==> src/rtl/apu_i2s_tx.sv <==
// I2S transmitter at the end of the APU audio path: a small sample FIFO feeding
// a bclk/lrclk/sdata serialiser that sends each mono word in both slots.
module apu_i2s_tx #(
  parameter int CLK_DIV    = 2,
  parameter int FIFO_DEPTH = 4
) (
  input  logic                        clk_i,
  input  logic                        rst_i,
  input  logic [15:0]                 sample_i,
  input  logic                        sample_valid_i,
  output logic                        sample_ready_o,
  input  logic                        mute_i,
  input  logic                        clr_underrun_i,
  output logic                        bclk_o,
  output logic                        lrclk_o,
  output logic                        sdata_o,
  output logic                        underrun_o,
  output logic [$clog2(FIFO_DEPTH):0] fifo_level_o
);
  localparam int AW = $clog2(FIFO_DEPTH);
  localparam int DW = (CLK_DIV > 1) ? $clog2(CLK_DIV) : 1;
  localparam logic [DW-1:0] DIV_ZERO   = {DW{1'b0}};
  localparam logic [DW-1:0] DIV_ONE    = {{(DW-1){1'b0}}, 1'b1};
  localparam logic [DW-1:0] DIV_LAST   = DW'(CLK_DIV - 1);
  localparam logic [AW:0]   LEVEL_ZERO = {(AW+1){1'b0}};
  localparam logic [AW:0]   LEVEL_ONE  = {{AW{1'b0}}, 1'b1};
  localparam logic [AW:0]   LEVEL_FULL = (AW+1)'(FIFO_DEPTH);
  localparam logic [AW-1:0] PTR_ZERO   = {AW{1'b0}};
  localparam logic [AW-1:0] PTR_ONE    = {{(AW-1){1'b0}}, 1'b1};

  logic [15:0]   fifo_mem_r [FIFO_DEPTH];
  logic [AW-1:0] wr_ptr_r;
  logic [AW-1:0] rd_ptr_r;
  logic [AW:0]   level_r;
  logic [DW-1:0] div_cnt_r;
  logic [4:0]    bit_cnt_r;
  logic [15:0]   out_word_r;
  logic          bclk_r;
  logic          lrclk_r;
  logic          sdata_r;
  logic          underrun_r;

  logic          div_wrap_s;
  logic          fall_s;
  logic          load_s;
  logic          push_s;
  logic          pop_s;
  logic [4:0]    n_s;
  logic [15:0]   out_word_nxt_s;
  logic          underrun_nxt_s;
  logic [AW:0]   level_nxt_s;

  assign sample_ready_o = ~rst_i & (level_r != LEVEL_FULL);

  // Event decode: bclk fall, frame load, FIFO push/pop and next-state values
  always_comb begin
    div_wrap_s     = (div_cnt_r == DIV_LAST);
    fall_s         = div_wrap_s & bclk_r;
    n_s            = bit_cnt_r + 5'd1;
    load_s         = fall_s & (n_s == 5'd31);
    push_s         = sample_valid_i & sample_ready_o;
    pop_s          = load_s & (level_r != LEVEL_ZERO);
    out_word_nxt_s = out_word_r;
    underrun_nxt_s = underrun_r;
    level_nxt_s    = level_r;
    if (load_s) begin
      if (mute_i) begin
        out_word_nxt_s = 16'h0000;
      end else if (pop_s) begin
        out_word_nxt_s = fifo_mem_r[rd_ptr_r];
      end else begin
        out_word_nxt_s = out_word_r;
      end
    end else begin
      out_word_nxt_s = out_word_r;
    end
    // An empty-FIFO load wins over a same-cycle clear
    if (load_s && !pop_s) begin
      underrun_nxt_s = 1'b1;
    end else if (clr_underrun_i) begin
      underrun_nxt_s = 1'b0;
    end else begin
      underrun_nxt_s = underrun_r;
    end
    case ({push_s, pop_s})
      2'b10:   level_nxt_s = level_r + LEVEL_ONE;
      2'b01:   level_nxt_s = level_r - LEVEL_ONE;
      default: level_nxt_s = level_r;
    endcase
  end

  // Sample FIFO storage, pointers and occupancy
  always_ff @(posedge clk_i or posedge rst_i) begin
    if (rst_i) begin
      for (int i = 0; i < FIFO_DEPTH; i++) begin
        fifo_mem_r[i] <= 16'h0000;
      end
      wr_ptr_r <= PTR_ZERO;
      rd_ptr_r <= PTR_ZERO;
      level_r  <= LEVEL_ZERO;
    end else begin
      if (push_s) begin
        fifo_mem_r[wr_ptr_r] <= sample_i;
        wr_ptr_r             <= wr_ptr_r + PTR_ONE;
      end
      if (pop_s) begin
        rd_ptr_r <= rd_ptr_r + PTR_ONE;
      end
      level_r <= level_nxt_s;
    end
  end

  // Bit-clock divider
  always_ff @(posedge clk_i or posedge rst_i) begin
    if (rst_i) begin
      div_cnt_r <= DIV_ZERO;
      bclk_r    <= 1'b0;
    end else if (div_wrap_s) begin
      div_cnt_r <= DIV_ZERO;
      bclk_r    <= ~bclk_r;
    end else begin
      div_cnt_r <= div_cnt_r + DIV_ONE;
    end
  end

  // Serialiser: both slots read out_word MSB-first, so bit index is ~n[3:0]
  always_ff @(posedge clk_i or posedge rst_i) begin
    if (rst_i) begin
      bit_cnt_r  <= 5'd30;
      lrclk_r    <= 1'b1;
      sdata_r    <= 1'b0;
      out_word_r <= 16'h0000;
      underrun_r <= 1'b0;
    end else begin
      underrun_r <= underrun_nxt_s;
      if (fall_s) begin
        bit_cnt_r  <= n_s;
        lrclk_r    <= (n_s >= 5'd15) && (n_s <= 5'd30);
        sdata_r    <= out_word_r[~n_s[3:0]];
        out_word_r <= out_word_nxt_s;
      end
    end
  end

  assign bclk_o       = bclk_r;
  assign lrclk_o      = lrclk_r;
  assign sdata_o      = sdata_r;
  assign underrun_o   = underrun_r;
  assign fifo_level_o = level_r;
endmodule

==> config.mk <==
export PLATFORM = sky130hd
export DESIGN_NAME = apu_i2s_tx
export DESIGN_NICKNAME = d
export VERILOG_FILES = /design/src/rtl/apu_i2s_tx.sv
export SDC_FILE = /design/constraint.sdc
export NUM_CORES = 1
export LEC_CHECK = 0
export CAP_MARGIN = 20
export CORE_MARGIN = 2
export CORE_UTILIZATION = 55
export CTS_BUF_LIST = sky130_fd_sc_hd__clkbuf_16
export DETAILED_ROUTE_END_ITERATION = 6
export GPL_ROUTABILITY_DRIVEN = 0
export PLACE_DENSITY = 0.75
export SETUP_SLACK_MARGIN = 0.4
export SLEW_MARGIN = 20
export SYNTH_ARGS = -nofsm -noshare
export SYNTH_HDL_FRONTEND = slang
export SYNTH_SLANG_ARGS = --single-unit
==> constraint.sdc <==
create_clock -name clk_i -period 3.8 [get_ports clk_i]
set_input_delay 0.76 -clock clk_i [delete_from_list [all_inputs] [get_ports clk_i]]
set_output_delay 0.76 -clock clk_i [all_outputs]
set_load 0.02 [all_outputs]
==> results of run 1 <==
[where the power goes]
part / leakage [nW] / internal, W / switching (W)
Sequential: 1.16 / 0.00141 / 0.000191
Clock: 0.151 / 0.000571 / 0.000369
Combinational: 0.990 / 0.000506 / 0.000309
Total: 2.30 / 0.00249 / 0.000870
[synth_stat cells (2+ instances only)]
library cell,instances
and3_1,3
nand4_1,2
mux2i_1,4
o21ai_2,10
dfrtp_1,92
nor3_1,3
nand2_1,27
buf_2,9
nor2_1,2
o21ai_0,13
ha_1,8
dfstp_2,5
mux2_2,65
nor2_2,2
nor4b_1,2
clkbuf_1,6
o211ai_1,3
inv_1,28
nand2b_1,3
mux4_2,19
and2_1,2
a31oi_1,2
xor2_1,5
xnor2_1,6
a21oi_1,2
[cell type report]
class                      count  area share [%]
tap                          105            2.52
clock buffer                   9            4.32
sequential                    97            46.7
inverter                      28            2.04
clock inverter                 6            1.61
timing repair buffer          31            6.05
multi-input combinational    194            36.8
[critical path: cells and delay by family, from the launching register on]
kind	cells	cell delay, ns
adder cells (fa/ha/maj)	3	0.97
AO/OA/AOI/OAI	1	0.19
buffers and inverters	1	0.06
AND/OR/NAND/NOR	4	0.73
XOR/XNOR	2	0.30
flip-flops	1	0.53
[path summary, 6_finish.rpt]
kind,slack (ns),startpoint,depth (start not counted),end
worst min-delay path,0.48,out_word_r[1],2,out_word_r[1]
worst max-delay path,0.95,bit_cnt_r[0],11,fifo_level_o[2]
min in group asynchronous,0.88,rst_i,3,fifo_level_o[0]
worst min register to register,0.48,out_word_r[1],2,out_word_r[1]
worst max register to register,0.95,bit_cnt_r[0],11,fifo_level_o[2]
max in group asynchronous,2.49,rst_i,3,bit_cnt_r[1]
[logic make-up (layout without fill, tap and decap cells)]
kind of cell / after synthesis / in the layout / share of synthesized area (%)
fa+ha+maj: 9 / 9 / 2.65
buf+inv: 44 / 74 / 4.06
mux: 88 / 88 / 26.5
compound gates: 36 / 36 / 5.66
simple gates: 50 / 50 / 5.35
xor+xnor: 11 / 11 / 2.13
flops: 97 / 97 / 53.7
[sequential cells by signal, summed over array words and instances (netlist names)]
name / flops
bit_cnt_r: 5
sdata_o: 1
underrun_o: 1
fifo_level_o: 3
rd_ptr_r: 2
lrclk_o: 1
bclk_o: 1
div_cnt_r: 1
wr_ptr_r: 2
out_word_r: 16
fifo_mem_r: 64
[stage by stage]
step / hold slack [ns] / cells / worst slack (ns) / util, % / cell area (µm²)
finish: 0.477 / 470 / 0.946 / 64.4 / 5210
global route: 0.507 / 470 / 0.761 / 64.4 / 5210
CTS: 0.483 / 470 / 0.905 / 64.4 / 5210
detailed placement: 0.469 / 455 / 0.852 / 60.6 / 4900
global placement: 0.458 / 455 / 0.928 / 60.6 / 4900
floorplan: 0.445 / 335 / 0.515 / - / 4530
[placed cells by master (no fill, tap or decap), drive strengths merged, types with 4 or more instances in the layout]
cell type,instances
dfrtp,92
mux2,65
inv,29
clkdlybuf4s50,28
nand2,27
o21ai,23
mux4,19
clkbuf,9
ha,8
xnor2,6
xor2,5
dfstp,5
mux2i,4
nor2,4
[per-layer routing]
metal  wire, µm  part of all wire, %  global-route usage [%]  vias to the layer above
met1       3610                   45                    26.5                     1362
li1           -                    -                       -                     1234
met5          0                    0                       0                        -
met2       3990                   50                    33.3                       49
met3        217                  2.7                    3.43                       17
met4        242                  3.0                    8.57                        0
==> out/results.tsv, run 1 <==
metric	value	unit
chipHeight	94.8	µm
nets	391	
power_density	644	nW/µm²
status	finished clean	
num_antenna_cells	0	
postCtsSetupRepairBufs	0	
max_stage_delay	0.53	ns
critPathKind	flop to flop	
max-slew-margin-rel	38.0	%
routed_via_density	5.66	
clockBufferDepth	2	
root_buffer	clkbuf_16	
drt_iter0_drc	143	
cts_tree	done	
drv_slew	0	
h-tree-depth	3	
total_power	0.00336	W
yosysSeqAreaShare	53.7	%
clk_latency	0.33	ns
synth_edf_count	0	
firstDrtPassIters	5	
holdBufCountCts	0	
io_buffers	28	
start_kind	flop	
synthArstFlopShare	100	%
multiInputGateArea	1920	µm²
yosysTopAreaCellShare	50.8	%
ys_seq_elements	97	
cp_data_required_time	4.06	ns
start_util	56.0	%
detailed_place_hpwl	5170	µm
synth_cells	335	
track_usage	20.2	%
rows	33	
antenna_left	0	
min-delay-path-class	flop to flop	
clkTransAtPathRegs	0.06	ns
fin_skew	0.00657	ns
crit_path_max_fanout	11	
area_growth	15.0	%
cts_buffers	9	
syn_nets	365	
max_freq	0.350	GHz
grt_overflow	0	
via_count	2662	
grt_pass1_vias	2753	
synthFlopType	dfrtp_1	
drt_wl_total	8060	µm
remaining_drc_errors	0	
cpMaxStageDelayCell	dfrtp_1	
wl_per_cell	17.2	µm
cp_cell_sequence	ha_1 > nand2b_1 > a21oi_4 > nor2_2 > nor3_1 > ha_1 > inv_1 > fa_1 > xor2_1 > nor2_1 > xor2_1	
n_fill_cell	625	
antenna_found_initial	0	
cts.repair.resized	0	
synthTopCellsByArea	dfrtp_1 51%, mux2_2 16%, mux4_2 9.4%	
setup_viol	0	
grt_setup_unrepaired	no	
die_area	8980	µm²
grt_pass1_wl	13600	µm
regArea	2430	µm²
setup.worst_path.end_class	flop	
worst_ir_drop_vdd	0.284	mV
clock-sinks	97	
layout_min_cycle_time	2.85	ns
grt_max_degree	98	
tns	0	ns
io-pin-count	29	
yosysWarningCount	0	
finalHoldViolations	0	
worst_pin_slew	0.930	ns
coreArea	8090	µm²
maxCapViolCount	0	
yosysTopAreaCell	dfrtp_1	
synth_area	4530	µm²
die_w	94.8	µm
leakagePower	2.30	nW
synth.distinct_cells	37	
fin_crit_sh	75.1	%
drive_gt1_share	32.9	%
postSynthAreaPerCell	13.5	µm²
arrival	3.12	ns
Note: power is estimated with default switching activity, not from simulation.
==> run 2: changes to the inputs <==
CORE_UTILIZATION = 53   (was 55)
clock period = 2.6 ns   (was 3.8 ns; I/O delays follow)
==> run 2 against run 1 <==
First-iteration DRC count is the same. Worst setup slack lost 0.71 ns. Core utilization grew 2.5 points. Clock power grew 24%. Global-route usage grew 0.13 points. Routed wire length grew 6.8%. Die area grew 3.6%. Design area grew 6.0%. Combinational power grew 58%. Sequential power grew 46%. Critical path type unchanged. Largest power group unchanged.
==> out/results.tsv, run 2 (synthesis gave the netlist of run 1 again) <==
metric	value	unit
status	finished clean	
io-pin-count	29	
h-tree-depth	3	
grt_pass1_vias	2841	
start_util	54.9	%
finalHoldViolations	0	
drt_iter0_drc	143	
power_density	869	nW/µm²
cp_cell_sequence	nand3b_1 > a21oi_4 > nor2_4 > buf_4 > buf_6 > buf_6 > or4_4 > clkbuf_16 > o21ai_2	
crit_path_max_fanout	8	
r2r-end	out_word_r[8]	
fin_crit_sh	90.9	%
dp.cells	468	
final_core_util	66.9	%
via_count	2756	
final_cell_mix	90 x dfrtp_1, 65 x mux2_2, 27 x nand2_1, 27 x clkdlybuf4s50_1, 25 x inv_1	
nets	414	
antenna_left	0	
io_buffers	28	
detailed_place_hpwl	5450	µm
rows	33	
chipHeight	96.5	µm
final_common_cell	dfrtp_1	
cts_tree	done	
arrival	2.62	ns
drv_slew	0	
area_growth	21.9	%
cp_data_required_time	2.86	ns
clock-sinks	97	
maxCapViolCount	0	
track_usage	20.3	%
min_to	out_word_r[15]	
wl_per_cell	17.5	µm
holdBufCountCts	0	
die_area	9310	µm²
worst_ir_drop_vdd	0.464	mV
die_w	96.5	µm
coreArea	8260	µm²
fin_area	5520	µm²
antenna_found_initial	0	
setup.worst_path.end_class	flop	
min-delay-path-class	flop to flop	
regMostFlops	fifo_mem_r	
routed_via_density	5.59	
crit_top_cell	buf_6	
cts_buffers	9	
drt_wl_total	8610	µm
setup_viol	0	
layout_min_cycle_time	2.36	ns
critPathKind	flop to flop	
final.setup.worst_slack	0.236	ns
grt_overflow	0	
pre_cts_slack	0.143	ns
fin_skew	0.00527	ns
r2r_setup_slack	0.24	ns
firstDrtPassIters	5	
drive_gt1_share	41.2	%
leakagePower	2.45	nW
root_buffer	clkbuf_16	
grt_pass1_wl	14100	µm
num_antenna_cells	0	
r2r-start	bit_cnt_r[1]	
clkTransAtPathRegs	0.06	ns
tns	0	ns
clk_latency	0.33	ns
grt_max_degree	28	
min-delay-start	out_word_r[15]	
max_freq	0.423	GHz
placed_cell_area	5110	µm²
clockBufferDepth	2	
largest_reg_flops	64	
r2r_cells	9	
largestRegisters	fifo_mem_r x64, out_word_r x16, bit_cnt_r x5	
remaining_drc_errors	0	
worstHoldPathCells	2	
instances_no_fill	493	
worst_pin_slew	0.600	ns
start_kind	flop	
max_stage_delay	0.63	ns
cpMaxStageDelayCell	dfstp_2	
grt_setup_unrepaired	yes	
max-slew-margin-rel	59.9	%
## run 2: cell types whose count changed in the layout (fill, tap and decap cells not counted), sizes merged
cell           previous run  this run
clkbuf                    9        10
clkinv                    2         4
bufinv                    2         0
clkinvlp                  1         2
clkdlybuf4s50            28        27
inv                      29        28
dlygate4sd2               0         1
buf                       3        25
## run 2: through the flow
step | power (W) | hold slack [ns]
finish | 0.00480 | 0.485
global route | 0.00509 | 0.514
CTS | 0.00483 | 0.490
detailed placement | 0.00364 | 0.467
global placement | 0.00356 | 0.459
floorplan | 0.00325 | 0.445
## run 2: routing by layer
metal  track usage [%]  share of wire [%]  up-vias
li1                  -                  -     1277
met1              28.1                 45     1417
met2              32.1                 50       49
met3              4.19                2.8       13
met4              7.39                1.8        0
met5                 0                  0        -
## run 2: area by class of cell
type	instances	area, µm²
Multi-Input combinational cell	194	2000
Sequential cell	97	2440
Inverter	28	109
Clock buffer	9	225
Tap cell	105	131
Timing Repair Buffer	54	587
Fill cell	604	2730
Clock inverter	6	33.8
## run 2: worst max path at each step
| stage | from | endpoint | slack, ns | depth (start not counted) |
|---|---|---|---|---|
| 3_3_place_gp | rst_i | fifo_level_o[2] | 0.23 | 10 |
| 5_1_grt | bit_cnt_r[1] | fifo_level_o[2] | 0.14 | 10 |
| 3_5_place_dp | bit_cnt_r[0] | fifo_level_o[2] | 0.14 | 11 |
| 6_report | bit_cnt_r[1] | out_word_r[8] | 0.24 | 9 |
| 4_1_cts | bit_cnt_r[1] | fifo_level_o[2] | 0.25 | 10 |
| 2_1_floorplan | bit_cnt_r[3] | fifo_level_o[2] | 0.36 | 10 |
## run 2: critical path, delay by kind of cell (launching register included)
kind / cells / cell delay [ns]
buffers and inverters: 4 / 0.55
AO/OA/AOI/OAI: 2 / 0.35
flip-flops: 1 / 0.63
AND/OR/NAND/NOR: 3 / 0.77
## run 2: power by group
group / switching, W / internal (W) / leakage [nW]
registers: 0.000280 / 0.00206 / 1.16
logic: 0.000493 / 0.000793 / 1.16
clock network: 0.000538 / 0.000636 / 0.127
total: 0.00131 / 0.00349 / 2.45
## run 2: timing repair
item | in CTS | in global routing
endpoints found under the hold margin | 0 | 0
resized for setup | 8 | 17
pin swaps | 8 | 19
setup buffers | 7 | 2
endpoints found under the setup margin | 20 | 19
gates cloned | 0 | 1
==> run 3: changes to the inputs <==
HOLD_SLACK_MARGIN = 0.05   (was not set)
==> results of run 3 <==
Final layout, timing and power as in run 2 (identical DEF).
